===== config.mk =====
export PLATFORM = sky130hd
export DESIGN_NAME = chnlnk_frame_rcv_fsm
export DESIGN_NICKNAME = d
export VERILOG_FILES = /design/src/rtl/chnlnk_pkg.sv /design/src/rtl/chnlnk_crc16.sv /design/src/rtl/chnlnk_frame_rcv_fsm.sv
export SDC_FILE = /design/constraint.sdc
export NUM_CORES = 1
export LEC_CHECK = 0
export ABC_AREA = 0
export ABC_CLOCK_PERIOD_IN_PS = 2300
export CORE_MARGIN = 10
export CORE_UTILIZATION = 50
export CTS_BUF_LIST = sky130_fd_sc_hd__clkbuf_8
export CTS_CLUSTER_SIZE = 25
export DETAILED_ROUTE_END_ITERATION = 7
export PLACE_DENSITY = 0.81
export SLEW_MARGIN = 10
export SYNTH_ARGS = -nofsm -noshare
export SYNTH_HDL_FRONTEND = slang
export SYNTH_HIERARCHICAL = 1
export SYNTH_SLANG_ARGS = --single-unit

===== constraint.sdc =====
create_clock -name CLK -period 2.3 [get_ports CLK]
set_input_delay 0.46 -clock CLK [delete_from_list [all_inputs] [get_ports CLK]]
set_output_delay 0.46 -clock CLK [all_outputs]
set_load 0.01 [all_outputs]

===== src/rtl/chnlnk_pkg.sv =====
// Shared definitions for the channel-link receive deframer: state encodings,
// frame geometry, trailer markers, error bit positions and the CRC step function.
package chnlnk_pkg;

  localparam int CHN_DW    = 16;
  localparam int CHN_NDATA = 96;
  localparam int CHN_NTAIL = 3;

  localparam logic [15:0] CHN_CRC_INIT = 16'hFFFF;
  localparam logic [15:0] CRC_POLY     = 16'h1021;

  localparam logic [3:0] TRL_SMP_MARK = 4'hD;
  localparam logic [3:0] TRL_MAX_MARK = 4'hE;

  localparam int ERR_GAP = 0;
  localparam int ERR_TRL = 1;
  localparam int ERR_CRC = 2;
  localparam int ERR_SMP = 3;

  typedef enum logic [2:0] {
    ST_IDLE = 3'd0,
    ST_DATA = 3'd1,
    ST_TAIL = 3'd2,
    ST_WAIT = 3'd3,
    ST_DONE = 3'd4,
    ST_ERRW = 3'd5
  } rcv_state_t;

  // One full 16-bit word through CRC-16-CCITT, MSB first.
  function automatic logic [15:0] crc16_next(input logic [15:0] crc, input logic [15:0] d);
    logic [15:0] c;
    logic        fb;
    c = crc;
    for (int i = 15; i >= 0; i--) begin
      fb = c[15] ^ d[i];
      c  = {c[14:0], 1'b0} ^ (fb ? CRC_POLY : 16'h0000);
    end
    return c;
  endfunction

endpackage


===== src/rtl/chnlnk_crc16.sv =====
// Parallel CRC-16-CCITT accumulator; clr reloads the seed and wins over en.
module chnlnk_crc16
  import chnlnk_pkg::*;
#(
  parameter logic [15:0] INIT = CHN_CRC_INIT
) (
  input  logic        CLK,
  input  logic        RST,
  input  logic        clr,
  input  logic        en,
  input  logic [15:0] d,
  output logic [15:0] crc
);

  logic [15:0] r_crc;

  // NOTE: state uses non-blocking assignments so every register samples pre-edge values.
  // NOTE: reset loads the seed rather than zero so the first frame after reset checks correctly.
  always_ff @(posedge CLK or posedge RST) begin
    if (RST)      r_crc <= INIT;
    else if (clr) r_crc <= INIT;
    else if (en)  r_crc <= crc16_next(r_crc, d);
  end

  assign crc = r_crc;

endmodule


===== src/rtl/chnlnk_frame_rcv_fsm.sv =====
// Receive-side deframer: checks per-sample framing, trailer and CRC, writes data
// words to the event buffer at {smp,seq} and reports event done/error status.
module chnlnk_frame_rcv_fsm
  import chnlnk_pkg::*;
#(
  parameter int          DW       = CHN_DW,
  parameter int          NDATA    = CHN_NDATA,
  parameter logic [15:0] CRC_INIT = CHN_CRC_INIT
) (
  input  logic          CLK,
  input  logic          RST,
  input  logic [6:0]    SAMP_MAX,
  input  logic          VALID,
  input  logic [DW-1:0] DIN,
  input  logic          LAST_WRD,
  output logic          WR_EN,
  output logic [13:0]   WR_ADDR,
  output logic [DW-1:0] WR_DATA,
  output logic          EVT_DONE,
  output logic          EVT_ERR,
  output logic [3:0]    ERR_CODE,
  output logic [2:0]    RCV_STATE
);

  localparam logic [6:0] SEQ_DLAST = 7'(NDATA - 1);
  localparam logic [6:0] SEQ_TRL0  = 7'(NDATA);
  localparam logic [6:0] SEQ_TRL1  = 7'(NDATA + 1);

  rcv_state_t    r_state, w_state_nxt;
  logic [6:0]    r_seq, w_seq_nxt;
  logic [6:0]    r_smp;
  logic [3:0]    r_err, w_err_set, w_err_final;
  logic          r_wr_en, r_evt_done, r_evt_err;
  logic [13:0]   r_wr_addr;
  logic [DW-1:0] r_wr_data;

  logic          w_wr, w_crc_en, w_crc_clr, w_done, w_evt_clr, w_smp_inc, w_cnt_bad;
  logic [15:0]   w_crc;
  logic [DW-1:0] w_trl_smp, w_trl_max;

  chnlnk_crc16 #(.INIT(CRC_INIT)) u_crc (
    .CLK (CLK),
    .RST (RST),
    .clr (w_crc_clr),
    .en  (w_crc_en),
    .d   (16'(DIN)),
    .crc (w_crc)
  );

  assign w_trl_smp   = DW'({TRL_SMP_MARK, 5'd0, r_smp});
  assign w_trl_max   = DW'({TRL_MAX_MARK, 5'd0, SAMP_MAX});
  assign w_cnt_bad   = ({1'b0, r_smp} != ({1'b0, SAMP_MAX} + 8'd1));
  assign w_err_final = r_err | w_err_set | {w_cnt_bad, 3'b000};

  always_ff @(posedge CLK or posedge RST) begin
    if (RST) r_state <= ST_IDLE;
    else     r_state <= w_state_nxt;
  end

  // NOTE: every output of this block gets a default first so no path infers a latch.
  always_comb begin
    w_state_nxt = r_state;
    w_seq_nxt   = r_seq;
    w_smp_inc   = 1'b0;
    w_err_set   = '0;
    w_wr        = 1'b0;
    w_crc_en    = 1'b0;
    w_crc_clr   = 1'b0;
    w_done      = 1'b0;
    w_evt_clr   = 1'b0;
    case (r_state)
      ST_IDLE, ST_WAIT: begin
        if (LAST_WRD) begin
          w_done      = 1'b1;
          w_state_nxt = ST_DONE;
        end else if (VALID) begin
          w_wr        = 1'b1;
          w_crc_en    = 1'b1;
          w_seq_nxt   = 7'd1;
          w_state_nxt = ST_DATA;
          if (r_smp > SAMP_MAX) w_err_set[ERR_SMP] = 1'b1;
        end
      end
      ST_DATA: begin
        if (LAST_WRD) begin
          w_err_set[ERR_GAP] = 1'b1;
          w_done             = 1'b1;
          w_state_nxt        = ST_DONE;
        end else if (!VALID) begin
          w_err_set[ERR_GAP] = 1'b1;
          w_state_nxt        = ST_ERRW;
        end else begin
          w_wr      = 1'b1;
          w_crc_en  = 1'b1;
          w_seq_nxt = r_seq + 7'd1;
          if (r_seq == SEQ_DLAST) w_state_nxt = ST_TAIL;
        end
      end
      ST_TAIL: begin
        if (LAST_WRD) begin
          w_err_set[ERR_GAP] = 1'b1;
          w_done             = 1'b1;
          w_state_nxt        = ST_DONE;
        end else if (!VALID) begin
          w_err_set[ERR_GAP] = 1'b1;
          w_state_nxt        = ST_ERRW;
        end else if (r_seq == SEQ_TRL0) begin
          w_crc_en  = 1'b1;
          w_seq_nxt = r_seq + 7'd1;
          if (DIN != w_trl_smp) w_err_set[ERR_TRL] = 1'b1;
        end else if (r_seq == SEQ_TRL1) begin
          w_crc_en  = 1'b1;
          w_seq_nxt = r_seq + 7'd1;
          if (DIN != w_trl_max) w_err_set[ERR_TRL] = 1'b1;
        end else begin
          // CRC word: compared against the accumulator, never fed into it.
          if (DIN != DW'(w_crc)) w_err_set[ERR_CRC] = 1'b1;
          w_crc_clr   = 1'b1;
          w_seq_nxt   = '0;
          w_smp_inc   = 1'b1;
          w_state_nxt = ST_WAIT;
        end
      end
      ST_ERRW: begin
        if (LAST_WRD) begin
          w_done      = 1'b1;
          w_state_nxt = ST_DONE;
        end
      end
      ST_DONE: begin
        w_evt_clr   = 1'b1;
        w_crc_clr   = 1'b1;
        w_state_nxt = ST_IDLE;
      end
      default: w_state_nxt = ST_IDLE;
    endcase
  end

  always_ff @(posedge CLK or posedge RST) begin
    if (RST) begin
      r_seq      <= '0;
      r_smp      <= '0;
      r_err      <= '0;
      r_wr_en    <= 1'b0;
      r_wr_addr  <= '0;
      r_wr_data  <= '0;
      r_evt_done <= 1'b0;
      r_evt_err  <= 1'b0;
    end else begin
      r_wr_en    <= w_wr;
      r_wr_data  <= DIN;
      r_evt_done <= w_done;
      r_evt_err  <= w_done & (|w_err_final);
      if (w_wr) r_wr_addr <= {r_smp, r_seq};
      if (w_evt_clr) begin
        r_seq <= '0;
        r_smp <= '0;
        r_err <= '0;
      end else begin
        r_seq <= w_seq_nxt;
        if (w_smp_inc && r_smp != 7'h7F) r_smp <= r_smp + 7'd1;
        // The count check is folded in on the closing cycle so ERR_CODE is final during DONE.
        r_err <= w_done ? w_err_final : (r_err | w_err_set);
      end
    end
  end

  assign WR_EN     = r_wr_en;
  assign WR_ADDR   = r_wr_addr;
  assign WR_DATA   = r_wr_data;
  assign EVT_DONE  = r_evt_done;
  assign EVT_ERR   = r_evt_err;
  assign ERR_CODE  = r_err;
  assign RCV_STATE = r_state;

endmodule


Word level (Yosys, flattened, before mapping):

Index checks and enable logic that the tools add are counted.
W data, S select, Z words.

* logic and storage cells: 162
* register bits after elaboration: 70

* order comparisons: 1
* mux-type cells: 77
* equality and inequality tests: 24
* reductions and logical operators: 12
* bitwise operators: 35
* $add $sub $neg: 3

Operators with widths (number)
* $xor A16 B16 Y16: 16
* $mux W13: 16
* $mux W7: 11
* $ne A16 B16 Y1: 3
* $mux W16: 2
* $mux W3: 10
* $mux W1: 29
* $eq A7 B7 Y1 const B: 3
* $ne A3 B3 Y1 const B: 7
* $pmux W7 S3: 1
* $xor A1 B1 Y1: 16
* $add A7 B1 Y7 const B: 2
* $ne A4 B4 Y1 const B: 3
* $pmux W3 S4: 1
* $add A7 B1 Y8 const B: 1
* $mux W4: 2
* $ne A7 B8 Y1: 1
* $or A4 B4 Y4: 2
* $gt A7 B7 Y1: 1
* $ne A7 B7 Y1 const B: 1
* $reduce_and A7 Y1: 1
* $eq A3 B2 Y1 const B: 2
* $eq A3 B3 Y1 const B: 2
* $mux W2: 3
* other kinds (13): 16

Longest topological paths before layout:

Gate-level depths: netlist of the first run.

* word-level depth: 50
* gate-level depth with buffers: 10
* mapped depth without buffers: 10

By module:

Netlist of the first run, hierarchy kept.

By module, submodules not included
* chnlnk_frame_rcv_fsm: area each 2982.9 um2, instances 1, sequential area each 1351.3 um2, cells each 314
* chnlnk_crc16: area each 1224.9 um2, instances 1, sequential area each 420.4 um2, cells each 115

Worst setup path before layout of the first run:

No wires, ideal clock.

* path kind: register to register
* start point: register u_crc.r_crc[13] (netlist: u_crc/crc[13])
* end point: register u_crc.r_crc[13] (netlist: u_crc/crc[13])
* path buffers: 0
* cell stages (with the launch flop): 6
* data arrival time: 2.173 ns
* path slack: 0.045 ns
* period minus slack after synthesis: 2.255 ns
* cells stage by stage: dfstp_2 > xor2_1 > xnor3_2 > xnor2_4 > xor3_1 > o31a_1

* cells in the longest elaborated chain, start to end: 26

Ends and longest elaborated chain
* start: declaration: RTL line chnlnk_crc16.sv:15 `logic [15:0] r_crc;`
* start signal: assignment: RTL line chnlnk_crc16.sv:22 `else if (en) r_crc <= crc16_next(r_crc, d);`
* $xor A16 B16 Y16 * (2 in a row): RTL line chnlnk_pkg.sv:36 `c = {c[14:0], 1'b0} ^ (fb ? CRC_POLY : 16'h0000);`
* $xor A1 B1 Y1 *: RTL line chnlnk_pkg.sv:35 `fb = c[15] ^ d[i];`
* $mux W13 *: RTL line chnlnk_pkg.sv:36
* $xor A16 B16 Y16 * (4 in a row): RTL line chnlnk_pkg.sv:36
* $xor A1 B1 Y1: RTL line chnlnk_pkg.sv:35
* $mux W13: RTL line chnlnk_pkg.sv:36
* $xor A16 B16 Y16 * (4 in a row): RTL line chnlnk_pkg.sv:36
* $xor A1 B1 Y1: RTL line chnlnk_pkg.sv:35
* $mux W13: RTL line chnlnk_pkg.sv:36
* $xor A16 B16 Y16 * (4 in a row): RTL line chnlnk_pkg.sv:36
* $xor A1 B1 Y1: RTL line chnlnk_pkg.sv:35
* $mux W13: RTL line chnlnk_pkg.sv:36
* $xor A16 B16 Y16 * (2 in a row): RTL line chnlnk_pkg.sv:36
* $mux W16 *: RTL line chnlnk_crc16.sv:22
* $mux W16 *: RTL line chnlnk_crc16.sv:21 `else if (clr) r_crc <= INIT;`

Every way passes the cells marked *; elsewhere a longest branch is shown, timed or not. The select of a mux whose other input is x is not followed.
A chain may end at the register's enable or synchronous reset.

Worst setup path in the final report of the first run:

* start point: input SAMP_MAX[0]
* end point: register r_evt_err (netlist: EVT_ERR)

* cells in the longest elaborated chain, start to end: 11
* elaborated cells between the ends (all ways): 18
* classes of those cells: add/sub: 1; order compare: 1; eq/ne: 2; mux: 10; bitwise: 3; reduce/logical: 1

Ends and longest elaborated chain
* start: declaration: RTL line chnlnk_frame_rcv_fsm.sv:12 `input logic [6:0] SAMP_MAX,`
* $ne A16 B16 Y1: RTL line chnlnk_frame_rcv_fsm.sv:114 `if (DIN != w_trl_max) w_err_set[ERR_TRL] = 1'b1;`
* $mux W1: RTL line chnlnk_frame_rcv_fsm.sv:114
* $mux W1: RTL line chnlnk_frame_rcv_fsm.sv:111 `end else if (r_seq == SEQ_TRL1) begin`
* $mux W1: RTL line chnlnk_frame_rcv_fsm.sv:107 `end else if (r_seq == SEQ_TRL0) begin`
* $mux W2: RTL line chnlnk_frame_rcv_fsm.sv:104 `end else if (!VALID) begin`
* $mux W2: RTL line chnlnk_frame_rcv_fsm.sv:100 `if (LAST_WRD) begin`
* $mux W2: RTL line chnlnk_frame_rcv_fsm.sv:71 `case (r_state)`
* $or A4 B4 Y4: RTL line chnlnk_frame_rcv_fsm.sv:53 `assign w_err_final = r_err | w_err_set | {w_cnt_bad, 3'b000};`
* $or A4 B4 Y4 *: RTL line chnlnk_frame_rcv_fsm.sv:53
* $reduce_or A4 Y1 *: RTL line chnlnk_frame_rcv_fsm.sv:153 `r_evt_err <= w_done & (|w_err_final);`
* $and A1 B1 Y1 *: RTL line chnlnk_frame_rcv_fsm.sv:153
* end signal: assignment: RTL line chnlnk_frame_rcv_fsm.sv:153
* end: declaration: RTL line chnlnk_frame_rcv_fsm.sv:33 `logic r_wr_en, r_evt_done, r_evt_err;`

Every way passes the cells marked *; elsewhere a longest branch is shown, timed or not.

==> key figures, run 1 <==
Synthesis
  – Avg Cell Area, Syn: 9.81 µm²
  – Post-Syn Nets: around 470
  – Post-synthesis instance area: 4210 µm²
  – Synth Instances: approximately 430
  – Multiplexer area fraction after synthesis: 1.69%
  – Synthesized-area fraction occupied by xor and xnor cells: between 20% and 30%
  – Main combinational cell family by area after synthesis: XOR/XNOR gates
  – Adder-cell share of the synthesized area: 3.57%
  – Flip-flop and latch count after synthesis: 70
  – Commonest register cell after synthesis: dfrtp_1
  – Area fraction in compound gates after synthesis: 9.78%
  – Share of synthesized registers carrying an async set or reset: 100%
  – Sequential element share of the synthesized area: between 40% and 50%
  – Synth Area in Simple Gates: 18.7%
  – Number of distinct library cell variants in the gate-level netlist after synthesis: 59
  – Number of synthesized flops with an enable pin: 0
  – Yosys warning count: 6

Route
  – Drt initial violations: around 200
  – Met2 layer wire length in the routed design: 5490 µm
  – Met1 wire length: 4990 µm
  – DR WL met3: around 770 µm
  – Routed wire length per instance: between 15 and 20 µm
  – Via Count: roughly 3,600
  – Antenna Violating Nets Remaining: 0
  – Total detailed-routing wirelength: around 11,000 µm
  – Top Metal Used: met4
  – Via/cell ratio: 5.47
  – Residual DRC count: 0
  – 1st-pass router iterations: 5

STA
  – Highest clock frequency the design can meet: 451 MHz
  – Fin Clk Skew: between 8 and 9 ps
  – Finish-stage setup viols: 0
  – RSZ-0062 raised after global routing: yes
  – Slew HR: 54.8%
  – Final Hold Viols: 0
  – Transition at the pin with the smallest max-transition slack: 677 ps
  – Final critical delay including setup and external delays: 2220 ps
  – Final sum of negative setup slack: 0 ps
  – Max-slew violations: 0
  – Final worst-path cycle share: 96.4%

Global route
  – Tot GR Track Use: 18.3%
  – Number of global-route vias before repair: roughly 3,700
  – Gr ovfl total: 0
  – Maximum number of pins on one net before global-route repair: 25
  – Initial antenna violation count: 0
  – First-pass GRT wire length: 18,900 µm

Critical path
  – Ordered cell list for the critical path: clkdlybuf4s50_1 -> ha_1 -> buf_4 -> xnor2_1 -> xnor2_1 -> nor4_1 -> nor4b_2 -> a41oi_1
  – Path type of the worst setup path: input port to flop
  – Data required time of the worst path: 2520 ps
  – Cell at the slowest stage of the critical path: clkdlybuf4s50_1
  – Critical path's most frequent cell: xnor2_1
  – Delay of the slowest critical-path stage: 470 ps
  – Maximum fanout along the worst path: 3
  – Critical Path AT: 2440 ps
  – Worst setup EP type: flop
  – Startpoint type of the worst setup path: input port

Min path
  – Path category of the worst min-delay check: flop to flop

Cells and area
  – Final Net Count: slightly below 600
  – Filler Cells Inserted: between 600 and 700
  – Layout cells sized above 1: between 20% and 30%
  – End-of-flow core utilization: between 60% and 70%
  – Design area: 5700 µm²
  – Ant diodes: 0
  – Layout overhead on the synthesized area: 35.5%

Pwr
  – Max rail drop VDD: 1.53 mV
  – PD cells: 1130 nW/µm²
  – Leakage power: 2.53 nW

Clock tree
  – TritonCTS sink count: 70
  – TritonCTS buffer count: 9
  – H-tree levels: 3
  – Clock-pin slew reported for the worst setup and hold paths after clock tree synthesis: 90 ps
  – Maximum buffer depth of the clock tree: 2
  – Clock latency on the worst-skew pair: ~370 ps
  – Number of hold buffers added after cts: 0
  – Clock tree from TritonCTS: yes
  – Clock root cell: clkbuf_8

Place
  – Dpl cell area: roughly 5400 µm²
  – Routability-driven placement congestion ratio: about 0.9
  – DP HPWL: 8750 µm
  – IO buf count: 66

Die
  – Number of ports placed on the die boundary: 67
  – Initial core utilization: 51.2%
  – Height of the die: 112 µm
  – Floorplan die width: 112 µm
  – Number of standard-cell rows in the floorplan: 33
  – DIE AREA: 12,500 µm²
  – Placeable core area: roughly 8200 µm²

Run
  – Total of max-cap violations: 0

Status
  – Status: finished, final reports clean
[sequential cells by signal, summed over array words and instances, names as in the netlist]
signal	cells
u_crc/crc	16
WR_ADDR	14
RCV_STATE	3
WR_DATA	16
EVT_DONE	1
EVT_ERR	1
WR_EN	1
ERR_CODE	4
r_seq	7
r_smp	7
[cell usage in the layout, fill, tap and decap left out, drive strengths merged, types with 3 or more instances in the layout]
| cell type | netlist | final |
|---|---|---|
| a211o | 5 | 5 |
| dfstp | 16 | 16 |
| buf | 7 | 64 |
| nand4 | 8 | 8 |
| nor4 | 10 | 10 |
| nand2b | 4 | 4 |
| a211oi | 3 | 3 |
| xor2 | 42 | 42 |
| o21bai | 4 | 4 |
| o21ai | 20 | 20 |
| nand2 | 52 | 52 |
| nor3 | 7 | 7 |
| ha | 12 | 12 |
| mux2i | 6 | 6 |
| dfrtp | 54 | 54 |
| clkbuf | 9 | 9 |
| xnor2 | 41 | 41 |
| clkdlybuf4s50 | 0 | 66 |
| inv | 16 | 20 |
| xnor3 | 3 | 3 |
| nand3 | 9 | 9 |
| bufinv | 0 | 3 |
| and3 | 6 | 6 |
| or2 | 4 | 4 |
| nor2 | 41 | 41 |
| a21boi | 3 | 3 |
| a31oi | 4 | 4 |
| a21oi | 14 | 14 |
[metal layers]
metal / track usage [%] / vias to the layer above
met3: 4.83 / 21
met5: 0 / -
met1: 23.2 / 1769
met2: 29.6 / 122
met4: 6.08 / 0
li1: - / 1718
[path summary, 6_finish.rpt]
| path | slack, ps | cells after the start | end | from |
|---|---|---|---|---|
| setup / recovery | 80 | 8 | EVT_ERR$_DFF_PP0_ | SAMP_MAX[0] |
| hold reg to reg | 480 | 2 | WR_ADDR[5]$_DFFE_PP0P_ | WR_ADDR[5]$_DFFE_PP0P_ |
| max in group asynchronous | 1250 | 3 | WR_DATA[7]$_DFF_PP0_ | RST |
| min in group asynchronous | 500 | 2 | ERR_CODE[3]$_DFF_PP0_ | RST |
| hold / removal | 480 | 2 | WR_ADDR[5]$_DFFE_PP0P_ | WR_ADDR[5]$_DFFE_PP0P_ |
| setup reg to reg | 110 | 6 | u_crc/crc[0]$_DFFE_PP1P_ | r_seq[2]$_DFFE_PP0P_ |
[power by group]
group | leakage (nW) | total (mW) | switching (mW) | internal (mW)
clock network | 0.127 | 1.27 | 0.533 | 0.739
logic | 1.52 | 3.45 | 1.55 | 1.90
registers | 0.877 | 1.70 | 0.211 | 1.49
[metrics by stage]
step / worst slack [ps] / cells / total power [mW] / hold slack (ps)
5_1_grt: -37.0 / 664 / 6.73 / 510
2_1_floorplan: 45.1 / 429 / 3.90 / 489
6_report: 83.8 / 664 / 6.42 / 481
3_3_place_gp: -264 / 648 / 4.95 / 460
4_1_cts: 25.8 / 664 / 6.38 / 486
3_5_place_dp: -347 / 648 / 5.06 / 464
[cells by family (layout without fill, tap and decap cells)]
family | after synthesis | in the layout
AOI/OAI and AO/OA | 63 | 63
xor gates and xnor gates | 88 | 88
adders and majority gates | 12 | 12
buffers and inverters | 32 | 162
DFF | 70 | 70
muxes | 7 | 7
and+or+nand+nor | 157 | 157
[area by class of cell]
cell class / instances / area (µm²) / area share, %
clock buffer: 9 / 124 / 2.17
tap: 105 / 131 / 2.30
multi-input combinational: 327 / 2330 / 40.9
clock inverter: 7 / 128 / 2.24
sequential: 70 / 1770 / 31.1
timing repair buffer: 130 / 1150 / 20.2
inverter: 16 / 60.1 / 1.05
[cells in the mapped netlist (2+ instances only)]
cell | number | area share [%]
and3_1 | 6 | 0.89
a31oi_1 | 4 | 0.59
dfstp_2 | 16 | 10
clkbuf_1 | 8 | 0.71
buf_2 | 6 | 0.71
xor2_1 | 42 | 8.7
dfrtp_1 | 54 | 32
nand4b_1 | 2 | 0.42
nor2b_1 | 2 | 0.30
nand3_1 | 9 | 1.1
a21oi_1 | 14 | 1.7
xnor2_2 | 2 | 0.77
xnor2_1 | 38 | 7.9
nor4_1 | 10 | 1.5
nand2b_1 | 4 | 0.59
nor2_1 | 41 | 3.7
ha_1 | 12 | 3.6
nor3_1 | 7 | 0.83
a21boi_0 | 3 | 0.54
o31a_1 | 2 | 0.42
nor4b_2 | 2 | 0.71
inv_1 | 16 | 1.4
xor3_1 | 2 | 1.1
nand4_1 | 7 | 1.0
a211oi_1 | 2 | 0.36
or2_2 | 3 | 0.45
nand2_1 | 51 | 4.5
a211o_1 | 5 | 1.0
o21bai_1 | 4 | 0.71
xnor3_2 | 2 | 1.1
mux2i_1 | 6 | 1.4
o21ai_0 | 20 | 2.4
[repair_timing]
action	in CTS	in global routing
buffers inserted	0	0
resized for setup	0	7
setup endpoints to repair	0	4
[worst max-delay path: cells and delay by family]
kind / cells / cell delay (ps)
xor+xnor: 2 / 270
fa+ha+maj: 1 / 240
buf+inv: 2 / 610
compound gates: 1 / 160
simple gates: 2 / 690
Power figures use the tool's default switching activity.
==> run 2, diff against run 1 <==
--- a/config.mk
+++ b/config.mk
@@ -5,7 +5,6 @@
 export SDC_FILE = /design/constraint.sdc
 export NUM_CORES = 1
 export LEC_CHECK = 0
-export ABC_AREA = 0
 export ABC_CLOCK_PERIOD_IN_PS = 2300
 export CORE_MARGIN = 10
 export CORE_UTILIZATION = 50
==> results of run 2 <==
The final DEF is identical to that of run 1; final timing and power are the same.
==> run 3, diff against run 2 <==
--- a/config.mk
+++ b/config.mk
@@ -5,13 +5,13 @@
 export SDC_FILE = /design/constraint.sdc
 export NUM_CORES = 1
 export LEC_CHECK = 0
-export ABC_CLOCK_PERIOD_IN_PS = 2300
+export ABC_CLOCK_PERIOD_IN_PS = 2200
 export CORE_MARGIN = 10
-export CORE_UTILIZATION = 50
+export CORE_UTILIZATION = 39
 export CTS_BUF_LIST = sky130_fd_sc_hd__clkbuf_8
 export CTS_CLUSTER_SIZE = 25
 export DETAILED_ROUTE_END_ITERATION = 7
-export PLACE_DENSITY = 0.81
+export PLACE_DENSITY = 0.64
 export SLEW_MARGIN = 10
 export SYNTH_ARGS = -nofsm -noshare
 export SYNTH_HDL_FRONTEND = slang
==> constraint.sdc (replaced) <==
create_clock -name CLK -period 2.2 [get_ports CLK]
set_input_delay 0.44 -clock CLK [delete_from_list [all_inputs] [get_ports CLK]]
set_output_delay 0.44 -clock CLK [all_outputs]
set_load 0.01 [all_outputs]
==> run 3 against run 2 <==
Net effect:
- global-route usage shrank 2.6 points
- critical path type unchanged
- critical path depth shrank 1
- count of clock-buffer cells in the layout is the same
- clock skew grew 5.6 ps
- cell count grew 8.0%
- worst hold slack lost 70 ps
- largest cell class unchanged
- power grew 1.2%
- non-clock buffer count grew 22
- sequential power grew 4%
- wire length grew 4.9%
- utilization shrank 12 points
- cell area grew 4.1%
==> key figures, run 3 (synthesis gave the netlist of run 1 again) <==
Cells and area
  – Commonest cells after routing, fill and taps aside: buf_4 (84), clkdlybuf4s50_1 (61), dfrtp_1 (52)
  – Area used by multi-input combinational logic: 2390 µm² (+2.6%)
  – Layout cells sized above 1: 26.2% (+4.9 points)
  – Reg area: 1770 µm² (+0.14%)
  – Design area: 5940 µm² (+4.1%)
  – Ant diodes: 0 (unchanged)
  – Most common cell after layout, fill and taps aside: buf_4
  – Layout overhead on the synthesized area: 41.1%
  – Filler Cells Inserted: 933 (+53%)
  – End-of-flow core utilization: 57.0% (-12 points)
  – Final Net Count: 615 (+3.7%)

Critical path
  – Startpoint type of the worst setup path: input port
  – Data required time of the worst path: 2490 ps (-30 ps)
  – Launching instance or port of the critical path: DIN[5]
  – Critical Path AT: 2460 ps (+20 ps)
  – Worst setup EP type: flop
  – Path type of the worst setup path: input port to flop
  – Startpoint of the most critical register-to-register path: u_crc/crc[13]$_DFFE_PP1P_
  – Maximum fanout along the worst path: 2 (-1)

Die
  – Floorplan die width: 124 µm (+11%)
  – Number of ports placed on the die boundary: 67 (unchanged)
  – Number of standard-cell rows in the floorplan: 37 (+12%)
  – Initial core utilization: 40.4% (-11 points)
  – Height of the die: 124 µm (+11%)
  – DIE AREA: 15,300 µm² (+23%)
  – Placeable core area: 10,400 µm² (+27%)

Pwr
  – Total design power: 6.50 mW (+1.2%)
  – Max rail drop VDD: 1.09 mV (-29%)
  – PD cells: 1090 nW/µm² (-2.8%)
  – Leakage power: 2.67 nW (+5.5%)

Route
  – Antenna Violating Nets Remaining: 0 (unchanged)
  – Routed wire length per instance: 16.8 µm (-2.9%)
  – Residual DRC count: 0 (unchanged)
  – 1st-pass router iterations: 5 (unchanged)
  – Via Count: 3,670 (+1.1%)
  – Via/cell ratio: 5.12 (-6.4%)
  – Drt initial violations: 316 (+59%)
  – Total detailed-routing wirelength: 12,000 µm (+4.9%)

Global route
  – Initial antenna violation count: 0 (unchanged)
  – Gr ovfl total: 0 (unchanged)
  – Tot GR Track Use: 15.7% (-2.6 points)
  – Number of global-route vias before repair: 3,732 (+1.9%)
  – First-pass GRT wire length: 19,100 µm (+0.69%)
  – Maximum number of pins on one net before global-route repair: 38 (+52%)

Run
  – Total of max-cap violations: 0 (unchanged)

Clock tree
  – Clock-pin slew reported for the worst setup and hold paths after clock tree synthesis: 100 ps (about the same)
  – H-tree levels: 3 (unchanged)
  – TritonCTS buffer count: 9 (unchanged)
  – Clock root cell: clkbuf_8
  – Clock tree from TritonCTS: yes
  – Clock latency on the worst-skew pair: 360 ps (about the same)
  – Number of hold buffers added after cts: 0 (unchanged)
  – Maximum buffer depth of the clock tree: 2 (unchanged)
  – TritonCTS sink count: 70 (unchanged)

Place
  – Routability-driven placement congestion ratio: 0.891 (-3.2%)
  – Dpl cell area: 5560 µm² (+2.7%)
  – IO buf count: 66 (unchanged)
  – DP HPWL: 9170 µm (+4.8%)

STA
  – Final Hold Viols: 0 (unchanged)
  – RSZ-0062 raised after global routing: yes
  – Fin Clk Skew: 14.5 ps (+5.58 ps)
  – Final worst-path cycle share: between 90 and 100%
  – Finish-stage setup viols: 0 (unchanged)
  – Highest clock frequency the design can meet: about 460 MHz
  – Final critical delay including setup and external delays: roughly 2200 ps
  – Max-slew violations: 0 (unchanged)
  – Slew HR: 55.4% (+0.57 points)
  – Worst Hold Slack: 410 ps (-70.2 ps)
  – Transition at the pin with the smallest max-transition slack: 669 ps (-8.57 ps)

Min path
  – Path category of the worst min-delay check: input port to asynchronous set/reset pin

Status
  – Status: finished, final reports clean
## run 3: cell types whose count changed in the layout (fill, tap and decap cells not counted), moves of 2 or more
cell,change
buf_4,+21
bufinv_16,-2
clkdlybuf4s50_1,-5
clkinvlp_4,+2
dfrtp_1,-2
dfrtp_2,+2
dlymetal6s2s_1,+5
ha_1,-2
ha_4,+2
xnor2_1,-2
xnor2_2,+2
## run 3: where the power goes
part           internal [mW]  switching, mW  total, mW
logic                   2.05           1.57       3.62
clock network          0.538          0.574       1.11
registers               1.56          0.207       1.77
total                   4.15           2.35       6.50
## run 3: repair_timing
| item | 4_1_cts | 5_1_grt |
|---|---|---|
| gates resized for setup | 1 | 23 |
| setup endpoints to repair | 2 | 14 |
| pin swaps | 2 | 13 |
| gates cloned | 0 | 0 |
| setup buffers | 0 | 8 |
## run 3: critical path, stage by stage
cell and delay, ps:
clkdlybuf4s50_1 510, xnor2_1 140, xnor3_2 500, xnor2_4 170
xor3_1 380, o21ai_0 160, o31a_1 160
## run 3: per-layer routing
layer	track usage [%]	vias to the layer above	routed length [µm]
met5	0	-	0
met4	4.44	0	129
met3	3.98	12	684
met2	26.8	102	6110
met1	19.1	1803	5100
li1	-	1753	-
## run 3: per-stage QoR
stage                     setup TNS (ps)  setup WS, ps  instances
after global routing               -97.2         -41.7        717
after detailed placement           -4090          -445        693
after global placement             -3510          -429        693
after CTS                              0          11.5        709
final                                  0          38.0        717
after floorplan                        0          46.1        429
## run 3: area by class of cell
| type | instances | area share (%) |
|---|---|---|
| Clock inverter | 7 | 1.35 |
| Multi-Input combinational cell | 327 | 40.3 |
| Sequential cell | 70 | 29.9 |
| Clock buffer | 9 | 2.09 |
| Timing Repair Buffer | 152 | 22.5 |
| Inverter | 16 | 1.01 |
| Tap cell | 136 | 2.87 |
## run 3: worst paths after layout
check	endpoint	slack, ps	cells past startpoint
max	u_crc/crc[13]$_DFFE_PP1P_	40	7
min	r_smp[3]$_DFFE_PP0P_	410	2
max reg2reg	u_crc/crc[13]$_DFFE_PP1P_	70	6
min reg2reg	WR_ADDR[1]$_DFFE_PP0P_	490	2
max in group asynchronous	WR_DATA[15]$_DFF_PP0_	1230	3
min in group CLK	WR_DATA[13]$_DFF_PP0_	460	2
